File: src/rtl/subparser_arg_sequencer.sv
// rtl/subparser_arg_sequencer.sv - sequences one argument subparser through N parses
// and lends it the shared byte reader only while a parse is in flight.
module subparser_arg_sequencer #(
  parameter int MAX_ARGS  = 4,
  parameter int ARG_WIDTH = 16,
  parameter int CNT_WIDTH = $clog2(MAX_ARGS + 1)
) (
  input  logic                          clk,
  input  logic                          reset,
  input  logic                          trigger,
  input  logic [CNT_WIDTH-1:0]          num_args,
  output logic                          rdy,
  output logic                          done,
  output logic                          success,
  output logic                          newline,
  output logic [CNT_WIDTH-1:0]          args_parsed,
  output logic [MAX_ARGS*ARG_WIDTH-1:0] args,
  output logic                          arg_trigger,
  input  logic                          arg_rdy,
  input  logic                          arg_done,
  input  logic                          arg_success,
  input  logic                          arg_newline,
  input  logic [ARG_WIDTH-1:0]          arg_value,
  input  logic                          arg_rd_trigger,
  output logic                          arg_rd_done,
  output logic                          arg_rd_rdy,
  output logic                          arg_is_empty,
  output logic                          rd_trigger,
  input  logic                          rd_done,
  input  logic                          rd_rdy,
  input  logic                          is_empty
);

  localparam logic [CNT_WIDTH-1:0] MAX_CNT = CNT_WIDTH'(MAX_ARGS);

  typedef enum logic [2:0] {
    IDLE      = 3'd0,
    WAIT_RDY  = 3'd1,
    TRIG      = 3'd2,
    WAIT_DONE = 3'd3,
    FINISH    = 3'd4
  } state_t;

  state_t state, state_next;
  logic [CNT_WIDTH-1:0] count;
  logic [CNT_WIDTH-1:0] next_idx;
  logic                 last_arg;

  assign next_idx = args_parsed + CNT_WIDTH'(1);
  assign last_arg = (next_idx == count);

  always_ff @(posedge clk) begin
    if (reset) state <= IDLE;
    else       state <= state_next;
  end

  always_comb begin
    state_next = state;
    case (state)
      IDLE: begin
        if (trigger) begin
          if (num_args == '0 || num_args > MAX_CNT) state_next = FINISH;
          else                                     state_next = WAIT_RDY;
        end
      end
      WAIT_RDY:  if (arg_rdy) state_next = TRIG;
      TRIG:      state_next = WAIT_DONE;
      WAIT_DONE: begin
        if (arg_done) begin
          // Only a clean, non-final, non-newline parse loops back for more.
          if (arg_success && !last_arg && !arg_newline) state_next = WAIT_RDY;
          else                                          state_next = FINISH;
        end
      end
      FINISH:    state_next = IDLE;
      default:   state_next = IDLE;
    endcase
  end

  always_comb begin
    rdy          = (state == IDLE);
    done         = (state == FINISH);
    arg_trigger  = (state == TRIG);
    rd_trigger   = 1'b0;
    arg_rd_done  = 1'b0;
    arg_rd_rdy   = 1'b0;
    arg_is_empty = 1'b0;
    if (state == WAIT_DONE) begin
      rd_trigger   = arg_rd_trigger;
      arg_rd_done  = rd_done;
      arg_rd_rdy   = rd_rdy;
      arg_is_empty = is_empty;
    end
  end

  always_ff @(posedge clk) begin
    if (reset) begin
      count       <= '0;
      args_parsed <= '0;
      success     <= 1'b0;
      newline     <= 1'b0;
      args        <= '0;
    end else if (state == IDLE && trigger) begin
      count       <= num_args;
      args_parsed <= '0;
      success     <= (num_args == '0);
      newline     <= 1'b0;
      args        <= '0;
    end else if (state == WAIT_DONE && arg_done) begin
      if (arg_success) begin
        for (int k = 0; k < MAX_ARGS; k++) begin
          if (args_parsed == k[CNT_WIDTH-1:0]) args[k*ARG_WIDTH +: ARG_WIDTH] <= arg_value;
        end
        args_parsed <= next_idx;
        if (last_arg) begin
          success <= 1'b1;
          newline <= arg_newline;
        end else if (arg_newline) begin
          success <= 1'b0;
          newline <= 1'b1;
        end
      end else begin
        success <= 1'b0;
        newline <= arg_newline;
      end
    end
  end

endmodule

File: config.mk
export PLATFORM = sky130hd
export DESIGN_NAME = subparser_arg_sequencer
export DESIGN_NICKNAME = d
export VERILOG_FILES = /design/src/rtl/subparser_arg_sequencer.sv
export SDC_FILE = /design/constraint.sdc
export NUM_CORES = 1
export LEC_CHECK = 0
export ABC_AREA = 0
export BUFFER_PORTS_ARGS = -buffer_cell sky130_fd_sc_hd__buf_2
export CAP_MARGIN = 20
export CORE_UTILIZATION = 33
export DETAILED_ROUTE_END_ITERATION = 16
export MAX_ROUTING_LAYER = met4
export REMOVE_ABC_BUFFERS = 1
export SKIP_CTS_REPAIR_TIMING = 1
export SYNTH_ARGS = -nofsm -noshare
export SYNTH_HDL_FRONTEND = slang
export SYNTH_SLANG_ARGS = --single-unit
File: constraint.sdc
create_clock -name clk -period 2.09 [get_ports clk]
set_clock_uncertainty 0.05 [all_clocks]
set_input_delay 0.627 -clock clk [delete_from_list [all_inputs] [get_ports clk]]
set_output_delay 0.627 -clock clk [all_outputs]
set_load 0.02 [all_outputs]
==> impl_summary.md, run 1 <==
Clocking
The root cell of the clock tree is clkbuf_8. The clock latency reported for the late side of the worst-skew pair is 0.33 ns. The clock-pin transition on the worst setup and hold timing paths is 0.08 ns. The largest buffer count on any clock path is 2. The depth of the CTS H-tree is 3.

The CTS tree is built. Counting the buffers created by CTS gives 9. Clock tree synthesis found a total of between 70 and 80 sinks.

Critical path
In this design, the stage delay of the slowest critical-path cell is 0.38 ns. Data on the critical path arrives at its endpoint at 1.32 ns. STA puts the critical path data required time at 1.41 ns. Walking the worst path, the cells encountered are and3b_1 -> and2_1 -> buf_2.

The number of buffer and inverter stages on the critical path is 1. STA classifies the critical path startpoint as a flop. The maximum net fanout on the critical path is 10. The category of the critical setup timing path is flop to output port. On the critical path, the stage with the largest delay is an instance of dfxtp_4.

The worst setup path is captured at an output port. The top cell family by delay on the critical path is simple AND/OR/NAND/NOR gates.

STA
Setup violations remaining at the end of the flow were counted as 0. The worst slew slack as a fraction of its limit is 74.9%. The tightest hold path in the finished design has a slack of ~0.40 ns.

Setup repair after global routing left no endpoint under its margin. The count of final hold-check violations is 0. The final max-slew violation count is 0. Timing would allow up to approximately 0.50 GHz.

In the finished design, the share of the clock period the worst path needs comes to 95.6%. The smallest setup slack after layout is 0.0912 ns. The slew at the pin closest to its max-slew limit is 0.377 ns. The minimum period implied by the final worst setup slack is 2.00 ns.

Routing
After detailed routing, the number of vias per cell comes to 4.73. The count of nets left with antenna violations once routing finished came out at 0. The number of vias in the routed layout is 2,819. The total length of routed wires is about 8 mm. In the final routed layout, each cell accounts on average for 13.8 um.

The DRC violation total after the first TritonRoute iteration is 123. The first TritonRoute pass finished after 12 iterations. For this run, design rule violations remaining after detail routing come to 7.

Synth
After synthesis, flip-flops and latches occupy roughly half of the total area. Yosys attributes the largest share of cell area to dfxtp_1 49%, nand2_1 14%, a21oi_1 9.9%, nand3_1 3.3%, a21oi_2 2.9%. The number of distinct standard cells referenced by the synthesized netlist is 36. nand2_1 is the most common cell in the netlist. The flip-flop cell with the highest count after synthesis is dfxtp_1. The synthesized design devotes to its leading area cell type between 40% and 50% of total area. The warning count from the yosys run is 0.

The number of register bits inferred by synthesis is 75. Counting instances in the post-synthesis netlist gives the leading cell types as 114 x nand2_1, 75 x dfxtp_1, 60 x a21oi_1. The cell taking the most area after synthesis is dfxtp_1. The share of async-settable or async-resettable flops after synthesis is 0%. The area of the mapped netlist is 0.00304 mm2. The mean area per synthesized cell is between 8 and 9 um2. The number of synthesized flops with an enable pin is 0. Synthesis handed over a netlist of 373 instances.

Power and ir drop
Per report_power, the combinational group accounts for 7.8% of the total. The switching power of the nets is 663 uW. Of the total power, the share spent switching nets is 23.2%. Dividing total power by cell area gives a power density of around 720 mW/mm2. The clock network accounts for a little over 40% of the total power. The internal portion of the total power is 2.19 mW. The power after layout is 2.85 mW. The static power due to leakage is ~1.7 nW. Sequential cells burn 50.8% of the power. The worst IR drop on VDD is 301 uV.

Status
The final reports fail on DRC. The flow ran to the end, but the final reports show violations.

Finish
Across the whole layout, storage elements account for 0.00151 mm2. For this run, the share of the core covered by cells in the final layout is approximately 45%. The final layout contains between 500 and 600 nets. The filler cells instantiated in the layout total between 800 and 900. The area taken by multi-input logic gates is 0.00136 mm2.

The fraction of layout instances using a drive strength above 1 is between 30% and 40%. From synthesis to final layout, the design area changed by 29.6%. The number of antenna diodes in the final layout is 0.

Placed design
The worst slack at placement is ~0.13 ns. The post-DP HPWL is 5.84 mm. The total of buffers placed on input and output ports is ~110. The last weighted congestion value of the routability-driven placer is 0.771.

Global routing
The overall routing resource usage is 18.4%. The number of antenna violations at the first check in global routing is 0. The total global routing overflow is 0.

The first global-routing pass estimated 13.4 mm of wire. The maximum number of pins on one net before global-route repair is 37. The number of global-route vias before repair came to 2,682.

Die
Once the floorplan was initialized, standard cells occupied 34.6% of the core. The number of placement rows is 34. The floorplan step set the die width to ~98 um. The die outline height is 98.0 um.

The region available for standard cell placement spans 0.00881 mm2. The die covers ~0.0096 mm2. The I/O pin count is 106.

Min path
The path class of the tightest hold or removal check is flop to flop.

Run
The tool flagged a number of max-cap violations equal to 0.
-- routing by layer --
layer,GRT usage [%],wire [um]
met1,23.8,4030
met2,28.4,3770
met3,3.29,338
met4,7.23,102
met5,-,0
-- layout by cell type, fill, tap and decap left out, types with 2 or more instances in the layout --
cell type	netlist	routed
mux2i_1	4	4
bufinv_16	0	2
clkinv_2	0	2
nor3b_1	2	2
nor2_1	8	8
dfxtp_1	75	74
xnor2_1	3	3
a21oi_1	60	60
ha_1	6	6
inv_1	7	7
buf_4	2	23
and2_1	7	7
nor4_1	3	3
and3_1	4	4
nor2b_1	3	3
or2_2	1	2
nand3b_1	2	2
nand3_1	20	20
a21oi_2	10	10
nand2_1	114	114
o22ai_1	2	2
buf_2	15	105
clkbuf_8	0	9
-- cell type report --
type                    instances  share of cell area, %
inverters                       7                  0.666
repair buffers                129                   18.2
flip-flops and latches         75                   38.1
clock buffers                  10                   3.23
well taps                     108                   3.42
clock inverters                 5                   2.00
multi-input cells             262                   34.3
-- power by group through the flow --
stage               clock [mW]  sequential, mW  combinational [mW]
floorplan                    0            1.49               0.108
global placement             0            1.48               0.219
detailed placement           0            1.48               0.223
CTS                       1.23            1.45               0.223
global route              1.29            1.45               0.246
finish                    1.18            1.45               0.223
-- worst paths after layout --
path,start,endpoint,slack [ns],cells after the start
min reg2reg,args[32],args[32],0.40,2
min,args[32],args[32],0.40,2
max reg2reg,args_parsed[0],success,0.16,7
max,state[2],arg_is_empty,0.09,3
-- logic make-up (layout without fill, tap and decap cells) --
logic type / count (synthesis) / after routing / synth area share, %
compound gates: 78 / 78 / 15.0
xor+xnor: 4 / 4 / 1.15
fa+ha+maj: 6 / 6 / 2.47
buf+inv: 36 / 151 / 6.16
flops: 75 / 75 / 49.3
mux: 4 / 4 / 1.32
simple gates: 170 / 170 / 24.6
-- stage by stage --
stage	instance area, um2	TNS, ns	cells
after floorplan	2880	-36.60	344
after global placement	3740	0	581
after detailed placement	3740	0	581
after CTS	3940	-0.188	596
after global routing	3950	0	596
final	3950	0	596
-- worst min-delay path: cells and delay by family (launching register included) --
family / cells / cell delay, ns
AOI/OAI and AO/OA: 1 / 0.05
DFF: 1 / 0.31
and+or+nand+nor: 1 / 0.05
-- state kept, by name (all words and copies together), names as in the netlist --
register	count
newline	1
count	3
state	3
success	1
args	64
args_parsed	3
(Power assumes the default switching activity.)
==> inputs of run 2 (changes only) <==
==> constraint.sdc (replaced) <==
create_clock -name clk -period 2.09 [get_ports clk]
set_clock_uncertainty 0.05 [all_clocks]
set_input_delay 0.1045 -clock clk [delete_from_list [all_inputs] [get_ports clk]]
set_output_delay 0.1045 -clock clk [all_outputs]
set_load 0.02 [all_outputs]
==> run 2 against run 1 <==
Effect of this change: the flow finishes with violations (DRC, hold timing); non-clock buffer count rose by 14; hold slack got worse by 0.43 ns; count of clock-buffer cells in the layout did not move; sequential power barely moved.
==> impl_summary.md, run 2 (synthesized netlist as in run 1, its figures left out) <==
STA
The worst hold margin is -0.0306 ns. The count of final hold-check violations is 7. The share of the cycle needed by the critical path after routing is 93.6%. The setup TNS is 0 ns. Derived from the worst setup path, the maximum achievable clock frequency is 0.511 GHz. The final max-slew violation count is 0.

Setup violations remaining at the end of the flow were counted as 0. The worst slew slack as a fraction of its limit is ~73%. Setup repair after global routing left no endpoint under its margin. The minimum period implied by the final worst setup slack is 1.96 ns. For the pin with the worst max-slew slack, the measured transition is 0.407 ns.

Die
The die covers 0.00961 mm2. The die outline width is 98.0 um. The I/O pin count is 106. The die outline height is slightly below 100 um. The total area inside the core boundary comes to a little under 0.009 mm2. The initial standard-cell utilization of the core is 34.6%. The number of placement rows is 34.

Critical path
In this run the worst setup path begins at args_parsed[0]. The worst setup path is captured at a flop. The launch instance of the worst register-to-register path is args_parsed[0]. The worst stage delay on the critical path is 0.38 ns.

The worst endpoint data arrival time is between 2 and 2.5 ns. The worst setup path is of the flop to flop kind. STA classifies the critical path startpoint as a flop. The slowest library cell on the worst path is dfxtp_1.

The maximum net fanout on the critical path is 6. Counting stages on the worst path, the most repeated cell is ha_1. The worst path required time is around 2.3 ns. The signal on the critical path passes through ha_1 -> ha_1 -> xnor2_1 -> o311ai_0 -> buf_4 -> and2_1 -> o32ai_2.

Placed design
The total of buffers placed on input and output ports is 105. Detailed placement ended at an HPWL of 5.88 mm. The placed instances occupy a cell area of approximately 0.0037 mm2. At the end of routability-driven placement, the weighted congestion stood at 0.840.

Clocking
The number of sinks handled by clock tree synthesis is 75. The depth of the CTS H-tree is 3. The clock latency reported for the late side of the worst-skew pair is 0.34 ns. The largest buffer count on any clock path is 2. The number of clock buffers inserted by TritonCTS is 9. Clock-pin slew was measured on the worst setup and hold paths at 0.07 ns. TritonCTS built the clock tree. The tree is rooted in a clkbuf_8.

Routing
The total length of routed wires is 8.45 mm. The number of vias in the routed layout is 2,886. Before antenna repair, the detailed router went through 12 iterations. The detailed-route vias per instance is 4.73. Once detail routing completed, the nets flagged for antenna violations numbered 0.

After the first detailed-routing iteration, the DRC count stood at 81. Dividing the detail-routed wire length by the instance count gives 13.9 um. The DRC violation count after routing is 7.

Global routing
The overall routing resource usage is 18.6%. Entering global routing, the biggest net connects 37 pins. The number of antenna violations at the first check in global routing is 0. The global-route wire length before repair is 13.6 mm. The total global routing overflow is 0. The number of global-route vias before repair is between 2,000 and 3,000.

Finish
The fraction of layout instances using a drive strength above 1 is 30.9%. The commonest non-fill, non-tap cell in the layout is nand2_1. The layout overhead on the synthesized area is 34.7%. Counting the fill cells in the layout gives 905. The flip-flop count of the largest register, all copies and words added is between 60 and 70.

The final layout contains ~530 nets. 0 antenna diodes ended up in the layout. After routing the design area is 0.00410 mm2. The register ranked first by flip-flop count is args. In the layout the commonest cells are 114 x nand2_1, 105 x buf_2, 75 x dfxtp_1.

Status
The final reports fail on DRC, hold timing. The run finished, with violations left.

Power and ir drop
The worst IR drop on VDD is 421 uV. After layout, the design draws a total of 3.00 mW. The static power due to leakage is 1.74 nW.

The power per standard cell area is 733 mW/mm2.

Min path
The hold path startpoint is num_args[2]. The kind of path behind the tightest hold check is input pin to flop.

Run
Max-cap violations in this run came to 0.
## run 2: path summary, 6_finish.rpt
kind | cells past startpoint | endpoint | slack, ns
worst max-delay path | 7 | success | 0.13
worst min-delay path | 3 | count[2] | -0.03
worst max register to register | 7 | success | 0.13
worst min register to register | 2 | args[12] | 0.40
## run 2: through the flow
stage,util (%),setup slack (ns),instances
2_1_floorplan,-,-0.661,344
3_3_place_gp,42.0,0.182,578
3_5_place_dp,42.0,0.129,578
4_1_cts,44.6,0.119,593
5_1_grt,46.6,0.0302,610
6_report,46.6,0.133,610
## run 2: cell type report
class | instances | area, um2 | area share, %
Tap cell | 108 | 135 | 3.29
Inverter | 7 | 26.3 | 0.641
Clock inverter | 5 | 103 | 2.50
Timing Repair Buffer | 143 | 853 | 20.8
Sequential cell | 75 | 1500 | 36.6
Clock buffer | 10 | 128 | 3.11
Multi-Input combinational cell | 262 | 1360 | 33.0
## run 2: power by group
part           total, mW  switching, mW  internal, mW  leakage, nW
sequential          1.46         0.0206          1.44        0.605
combinational      0.222          0.126        0.0952         1.02
clock               1.32          0.537         0.786        0.112
total               3.00          0.684          2.32         1.74
## run 2: per-layer routing
metal / vias to the layer above / global-route usage, % / part of all wire, %
met5: - / - / 0
met4: 0 / 7.69 / 1.4
met3: 13 / 3.72 / 5.2
met2: 75 / 29.2 / 47
met1: 1320 / 23.2 / 47
li1: 1478 / - / -
## run 2: critical path, delay by kind of cell, from the launching register on
family | cells | cell delay (ns)
flip-flops | 1 | 0.38
XOR/XNOR | 1 | 0.15
adder cells (fa/ha/maj) | 2 | 0.55
AND/OR/NAND/NOR | 1 | 0.13
AO/OA/AOI/OAI | 2 | 0.40
buffers and inverters | 1 | 0.18
